==> src/rtl/sdram_write_buffer_pkg.sv <==
// Shared definitions for the SDRAM posted-write buffer.
//   wb_state_e   : drain FSM state encoding (IDLE = 0, REQ = 1)
//   entry_width  : width of one FIFO entry {address, data}
package sdram_write_buffer_pkg;

  typedef enum logic {
    IDLE = 1'b0,
    REQ  = 1'b1
  } wb_state_e;

  function automatic int entry_width(input int addr_w, input int data_w);
    return addr_w + data_w;
  endfunction

endpackage

==> src/rtl/sdram_write_buffer_sync_fifo.sv <==
// Single-clock FIFO used to hold posted SDRAM writes.
// Ports:
//   clk, rst  : clock, asynchronous active-high reset (pointers/count only)
//   push, din : write din at the tail (ignored when full)
//   pop       : discard the head entry (ignored when empty)
//   head      : current head entry, valid whenever count != 0
//   count     : number of stored entries, 0..DEPTH
//   full      : count == DEPTH
//   empty     : count == 0
module sync_fifo #(
  parameter int WIDTH = 64,
  parameter int DEPTH = 4,
  localparam int PTR_W = $clog2(DEPTH)
) (
  input  logic             clk,
  input  logic             rst,
  input  logic             push,
  input  logic             pop,
  input  logic [WIDTH-1:0] din,
  output logic [WIDTH-1:0] head,
  output logic [PTR_W:0]   count,
  output logic             full,
  output logic             empty
);

  localparam logic [PTR_W:0] FULL_CNT = (PTR_W + 1)'(DEPTH);

  logic [WIDTH-1:0] mem [DEPTH];
  logic [PTR_W-1:0] wr_ptr;
  logic [PTR_W-1:0] rd_ptr;
  logic             do_push;
  logic             do_pop;

  assign full    = (count == FULL_CNT);
  assign empty   = (count == '0);
  assign do_push = push && !full;
  assign do_pop  = pop && !empty;
  assign head    = mem[rd_ptr];

  // Storage is data only; stale contents are unreachable after reset.
  always_ff @(posedge clk) begin
    if (do_push) mem[wr_ptr] <= din;
  end

  // Pointers are log2(DEPTH) bits and wrap naturally; count carries the
  // extra bit that distinguishes full from empty.
  always_ff @(posedge clk or posedge rst) begin
    if (rst) begin
      wr_ptr <= '0;
      rd_ptr <= '0;
      count  <= '0;
    end else begin
      if (do_push) wr_ptr <= wr_ptr + 1'b1;
      if (do_pop)  rd_ptr <= rd_ptr + 1'b1;
      case ({do_push, do_pop})
        2'b10:   count <= count + 1'b1;
        2'b01:   count <= count - 1'b1;
        default: count <= count;
      endcase
    end
  end

endmodule

==> src/rtl/sdram_write_buffer.sv <==
// Posted-write buffer between the SDRAM/GPIO write demux and the SDRAM
// controller. Every SDRAM-bound write is queued; the queue is drained one
// entry at a time over a req/ack handshake.
// Ports:
//   clk, rst          : clock, asynchronous active-high reset
//   wr_en_sdram       : write strobe from the demux (at most one per cycle)
//   wr_data_sdram     : write data
//   wr_address        : write address, forwarded unchanged
//   buf_full          : queue full, the pipeline must stall writes
//   buf_empty         : queue empty and no request outstanding
//   overflow_err      : sticky, a write arrived while full (cleared by rst)
//   sdram_wr_req      : request to the controller
//   sdram_wr_addr/data: request payload, stable while req is high
//   sdram_wr_ack      : controller accepted the current request
module sdram_write_buffer
  import sdram_write_buffer_pkg::*;
#(
  parameter int DATA_WIDTH = 32,
  parameter int ADDR_WIDTH = 32,
  parameter int DEPTH      = 4
) (
  input  logic                  clk,
  input  logic                  rst,
  input  logic                  wr_en_sdram,
  input  logic [DATA_WIDTH-1:0] wr_data_sdram,
  input  logic [ADDR_WIDTH-1:0] wr_address,
  output logic                  buf_full,
  output logic                  buf_empty,
  output logic                  overflow_err,
  output logic                  sdram_wr_req,
  output logic [ADDR_WIDTH-1:0] sdram_wr_addr,
  output logic [DATA_WIDTH-1:0] sdram_wr_data,
  input  logic                  sdram_wr_ack
);

  localparam int ENTRY_W = entry_width(ADDR_WIDTH, DATA_WIDTH);
  localparam int CNT_W   = $clog2(DEPTH) + 1;

  wb_state_e          state;
  wb_state_e          state_nxt;
  logic               load_head;
  logic               push;
  logic               pop;
  logic [ENTRY_W-1:0] fifo_head;
  logic [CNT_W-1:0]   fifo_count;
  logic               fifo_full;
  logic               fifo_empty;

  // Fullness comes from the registered count, so a pop on the same edge
  // never frees a slot for a push on that edge.
  assign push = wr_en_sdram && !fifo_full;
  assign pop  = (state == REQ) && sdram_wr_ack;

  sync_fifo #(
    .WIDTH (ENTRY_W),
    .DEPTH (DEPTH)
  ) u_fifo (
    .clk   (clk),
    .rst   (rst),
    .push  (push),
    .pop   (pop),
    .din   ({wr_address, wr_data_sdram}),
    .head  (fifo_head),
    .count (fifo_count),
    .full  (fifo_full),
    .empty (fifo_empty)
  );

  // The head is popped on the ack edge and the next one is only loaded from
  // IDLE, which inserts one bubble cycle between consecutive requests.
  always_comb begin
    state_nxt = state;
    load_head = 1'b0;
    case (state)
      IDLE: begin
        if (fifo_count != '0) begin
          load_head = 1'b1;
          state_nxt = REQ;
        end
      end
      REQ: begin
        if (sdram_wr_ack) state_nxt = IDLE;
      end
      default: state_nxt = IDLE;
    endcase
  end

  always_ff @(posedge clk or posedge rst) begin
    if (rst) state <= IDLE;
    else     state <= state_nxt;
  end

  // Payload registers keep the last request while IDLE.
  always_ff @(posedge clk or posedge rst) begin
    if (rst) begin
      sdram_wr_addr <= '0;
      sdram_wr_data <= '0;
    end else if (load_head) begin
      {sdram_wr_addr, sdram_wr_data} <= fifo_head;
    end
  end

  always_ff @(posedge clk or posedge rst) begin
    if (rst)                            overflow_err <= 1'b0;
    else if (wr_en_sdram && fifo_full)  overflow_err <= 1'b1;
  end

  assign sdram_wr_req = (state == REQ);
  assign buf_full     = fifo_full;
  assign buf_empty    = fifo_empty && (state == IDLE);

endmodule

==> config.mk <==
export PLATFORM = sky130hd
export DESIGN_NAME = sdram_write_buffer
export DESIGN_NICKNAME = d
export VERILOG_FILES = /design/src/rtl/sdram_write_buffer_pkg.sv /design/src/rtl/sdram_write_buffer_sync_fifo.sv /design/src/rtl/sdram_write_buffer.sv
export SDC_FILE = /design/constraint.sdc
export NUM_CORES = 1
export LEC_CHECK = 0
export BUFFER_PORTS_ARGS = -buffer_cell sky130_fd_sc_hd__buf_2
export CAP_MARGIN = 20
export CORE_AREA = 2 2 171 173
export CTS_CLUSTER_SIZE = 16
export DETAILED_ROUTE_END_ITERATION = 10
export DIE_AREA = 0 0 173 175
export GPL_TIMING_DRIVEN = 0
export SYNTH_ARGS = -nofsm -noshare
export SYNTH_HDL_FRONTEND = slang
export SYNTH_SLANG_ARGS = --single-unit
==> constraint.sdc <==
create_clock -name clk -period 4 [get_ports clk]
set_clock_uncertainty 0.15 [all_clocks]
set_input_delay 0.8 -clock clk [delete_from_list [all_inputs] [get_ports clk]]
set_output_delay 0.8 -clock clk [all_outputs]
set_load 0.01 [all_outputs]
==> flow_results.org <==
** Run status
- Status :: finished clean

** Clocking
- Buffers from clock root to sink, at most :: 3
- CTS built an H-tree with a depth of 2.
- The root buffer cell chosen for the clock tree is clkbuf_16.
- Count of instances resized after the clock tree is built :: 0
- Reg clk slew, reported paths :: about 60 ps
- Counting the buffers created by CTS gives 34.
- Clock sink total :: approximately 330
- The later pin in the worst-skew pair is clocked with a latency of around 500 ps.
- Number of hold buffers added after CTS :: 0
- Clock tree from TritonCTS :: done
- Post-CTS Setup Bufs :: 0

** Timing
- The routed design could run at a clock period as short as approximately 2500 ps.
- Measured against its own limit, the worst slew margin works out to 53.37%.
- Dividing the final minimum period by the clock period gives ~64%.
- Final hold slack :: approximately 110 ps
- For this run, the top clock speed supported by timing is around 400 MHz.
- Count of final max-slew check failures :: 0
- Setup violations remaining at the end of the flow were counted as 0.
- Setup repair after global routing left no endpoint under its margin.
- Transition time of the tightest slew-check pin :: around 700 ps
- The final count of hold timing violations is 0.
- Setup slack on the critical path of the routed design comes to around 1500 ps.

** Power and ir drop
- In this run, the combinational gates consume around 29% of the power.
- Leakage power figure :: about 5.4 nW
- Int Pwr :: approximately 8.4 mW
- For this design the ratio of total power to cell area is between 700 and 800 nW/um^2.
- Switching Fraction :: between 20% and 30%
- Clock share of power :: 27.2%
- Switching power total :: between 3 and 4 mW
- Across the VDD grid, the largest voltage drop is around 0.35 mV.
- Of the total power, registers draw a little over two fifths.

** Detailed routing
- Final antenna-violating net count :: 0
- For this block, the initial DRC count from the detailed router was ~330.
- Dividing the detail-routed wire length by the instance count gives roughly 21 um.
- Per-cell via count in the routed design :: ~5
- For this block, the routed nets add up to ~23000 um of wire.
- DRC violation count after routing :: 0
- Overall via count from detail_route :: around 5500
- 1st-pass router iterations :: 4

** Cells and area
- Fill cell instance count of the final layout :: 2336
- The net count of the finished layout is ~760.
- Fin util :: between 50% and 60%
- Of the cells placed in the final design, the portion with a size suffix greater than 1 is between 40% and 50%.
- Area added between synthesis and finish :: 19.90%

** Min path
- Hold crit path type :: in -> async

** Die
- Overall die height :: about 180 um
- The floorplan has 62 rows.
- The die covers just over 30000 um^2.
- Die span in x :: roughly 170 um
- Count of pins on the block boundary :: 136
- The initial utilization of the core area, before any placement, comes to a little over two fifths.
- Core outline area :: about 28000 um^2

** Worst setup path
- CP Class :: reg -> out
- Data on the critical path is required at its endpoint by approximately 3100 ps.
- Along the worst path, the maximum fanout reaches 6.
- Crit. path cell count :: 2
- Crit start category :: register
- Critical-path cell list :: nor4_1, buf_2
- Delay of the slowest cell on the worst path :: roughly 460 ps
- Setup slack, reg-to-reg :: approximately 1700 ps
- The worst register-to-register path has a depth of 9.
- For this design, the slowest cell found on the critical path is dfrtp_1.
- Together, buffers and inverters on the worst path number 1.
- On the critical path the largest part of the delay comes from flip-flops.
- Critical Path Sink Type :: output pin
- Worst path arrival time :: roughly 1600 ps

** Synthesis
- In this run, synthesis produced a sequential element count of about 330.
- Summed over its instances, the top area cell type makes up 62.63% of the synthesized netlist area.
- Summed over all instances, the cell type with the most area after synthesis is edfxtp_1.
- The Yosys step of the flow raised 0 warnings.
- After synthesis, the most frequently instantiated cells are edfxtp_1 (256), dfrtp_1 (73), mux4_2 (62), mux2_4 (38), mux2_2 (25).
- Counting distinct cell types in the post-synthesis netlist gives 30.
- Yosys mapped a number of flops with a built-in enable equal to ~260.
- In the synthesized netlist the async set-or-reset flop fraction comes to ~22%.
- The most used flip-flop cell after synthesis is edfxtp_1.
- A synthesized cell averages 23.97 um^2.
- Sequential fraction of the synthesis area :: between 70% and 80%
- Counting every instance in the synthesized netlist gives roughly 510.
- Netlist area before placement :: between 10000 and 15000 um^2
- When the netlist entered floorplanning its net count stood at ~590.
- Among all cell types in the netlist, the one instantiated most often is edfxtp_1.
- Top post-synthesis cells by area :: edfxtp_1 (63%), dfrtp_1 (15%), mux4_2 (11%), mux2_4 (4.6%), mux2_2 (2.3%)

** Place
- Detailed placement ended at an HPWL of about 14000 um.
- Input and output buffers added on the ports amount to roughly 140.
- GP Congestion :: between 0.6 and 0.7
- At the placement stage, the worst setup path has a slack of about 1500 ps.

** GRT
- Global-route wire length before repair :: 36320 um
- Total congestion overflow after global routing :: 0
- Via count of the first global-routing pass :: ~6300
- Initial antenna violation count :: 2
- Entering global routing, the biggest net connects 56 pins.
- Global routing consumed, over all layers together, ~16% of the routing resources.

** Run
- Number of maximum-capacitance violations :: 0
-- cell families after synthesis --
| kind of cell | share of synthesized area [%] |
|---|---|
| DFF | 77.51 |
| muxes | 19.01 |
| buffers and inverters | 1.529 |
| and+or+nand+nor | 0.6625 |
| xor gates and xnor gates | 0.4282 |
| adders and majority gates | 0.6728 |
| AOI/OAI and AO/OA | 0.1835 |
-- stage by stage --
stage          cells  area (um^2)  total power [mW]  TNS [ps]
2_1_floorplan    512        12270             7.400         0
3_3_place_gp    1031        13430             8.424   -199780
3_5_place_dp    1036        13580             8.569         0
4_1_cts         1098        14710             11.74         0
5_1_grt         1098        14710             12.15         0
6_report        1100        14720             11.52         0
-- registers in the layout, indices dropped and copies added (netlist names) --
| register | flops |
|---|---|
| u_fifo.mem | 256 |
| sdram_wr_addr | 32 |
| sdram_wr_data | 32 |
| u_fifo.count | 3 |
| u_fifo.rd_ptr | 2 |
| u_fifo.wr_ptr | 2 |
| overflow_err | 1 |
| sdram_wr_req | 1 |
-- power groups by stage --
stage / combinational, mW / clock (mW) / sequential (mW)
floorplan: 2.21 / 0 / 5.19
global placement: 3.32 / 0 / 5.10
detailed placement: 3.49 / 0 / 5.08
CTS: 3.49 / 3.23 / 5.02
global route: 3.68 / 3.38 / 5.10
finish: 3.38 / 3.13 / 5.00
-- layer usage --
| metal | part of all wire [%] | vias up | GRT usage, % |
|---|---|---|---|
| met5 | 0 | - | 0 |
| met4 | 1.7 | 0 | 4.167 |
| met3 | 4.9 | 32 | 3.525 |
| met2 | 51 | 129 | 27.75 |
| met1 | 42 | 2914 | 20.07 |
| li1 | - | 2448 | - |
-- cell type report --
class / instances / area (um^2) / area share (%)
flip-flops and latches: 329 / 9514 / 64.65
diodes: 2 / 5.005 / 0.03401
repair buffers: 140 / 813.3 / 5.526
clock buffers: 54 / 1040 / 7.065
inverters: 7 / 28.78 / 0.1955
clock inverters: 8 / 91.34 / 0.6206
plain buffers: 20 / 161.4 / 1.097
well taps: 384 / 480.5 / 3.265
multi-input cells: 156 / 2582 / 17.55
-- worst reg2reg max path, stage by stage (launching register included) --
cell     delay, ps
dfrtp_1        460
nor3b_2        310
nor2b_2        140
inv_2           70
ha_1           180
inv_1           70
fa_1           380
xor2_1         150
nor2_1         110
xor2_1         170
-- cell usage in the layout, fill, tap and decap left out, drive strengths merged --
cell type,count
a21o,1
a21oi,1
and2,4
buf,154
bufinv,2
clkbuf,60
clkinv,5
clkinvlp,1
dfrtp,73
diode,2
edfxtp,256
fa,1
ha,5
inv,7
mux2,65
mux2i,1
mux4,64
nand2,1
nor2,2
nor2b,1
nor3,1
nor3b,1
nor4,1
o311a,1
xnor2,3
xor2,3
-- worst paths after layout --
path | startpoint | to
max | u_fifo.count[0]$_DFFE_PP0P_ | buf_empty
min | rst | sdram_wr_addr[10]$_DFFE_PP0P_
max reg2reg | u_fifo.count[0]$_DFFE_PP0P_ | u_fifo.count[2]$_DFFE_PP0P_
min reg2reg | overflow_err$_DFFE_PP0P_ | overflow_err$_DFFE_PP0P_
max in group asynchronous | rst | sdram_wr_addr[27]$_DFFE_PP0P_
min in group clk | overflow_err$_DFFE_PP0P_ | overflow_err$_DFFE_PP0P_
Note: power is estimated with default switching activity, not from simulation.
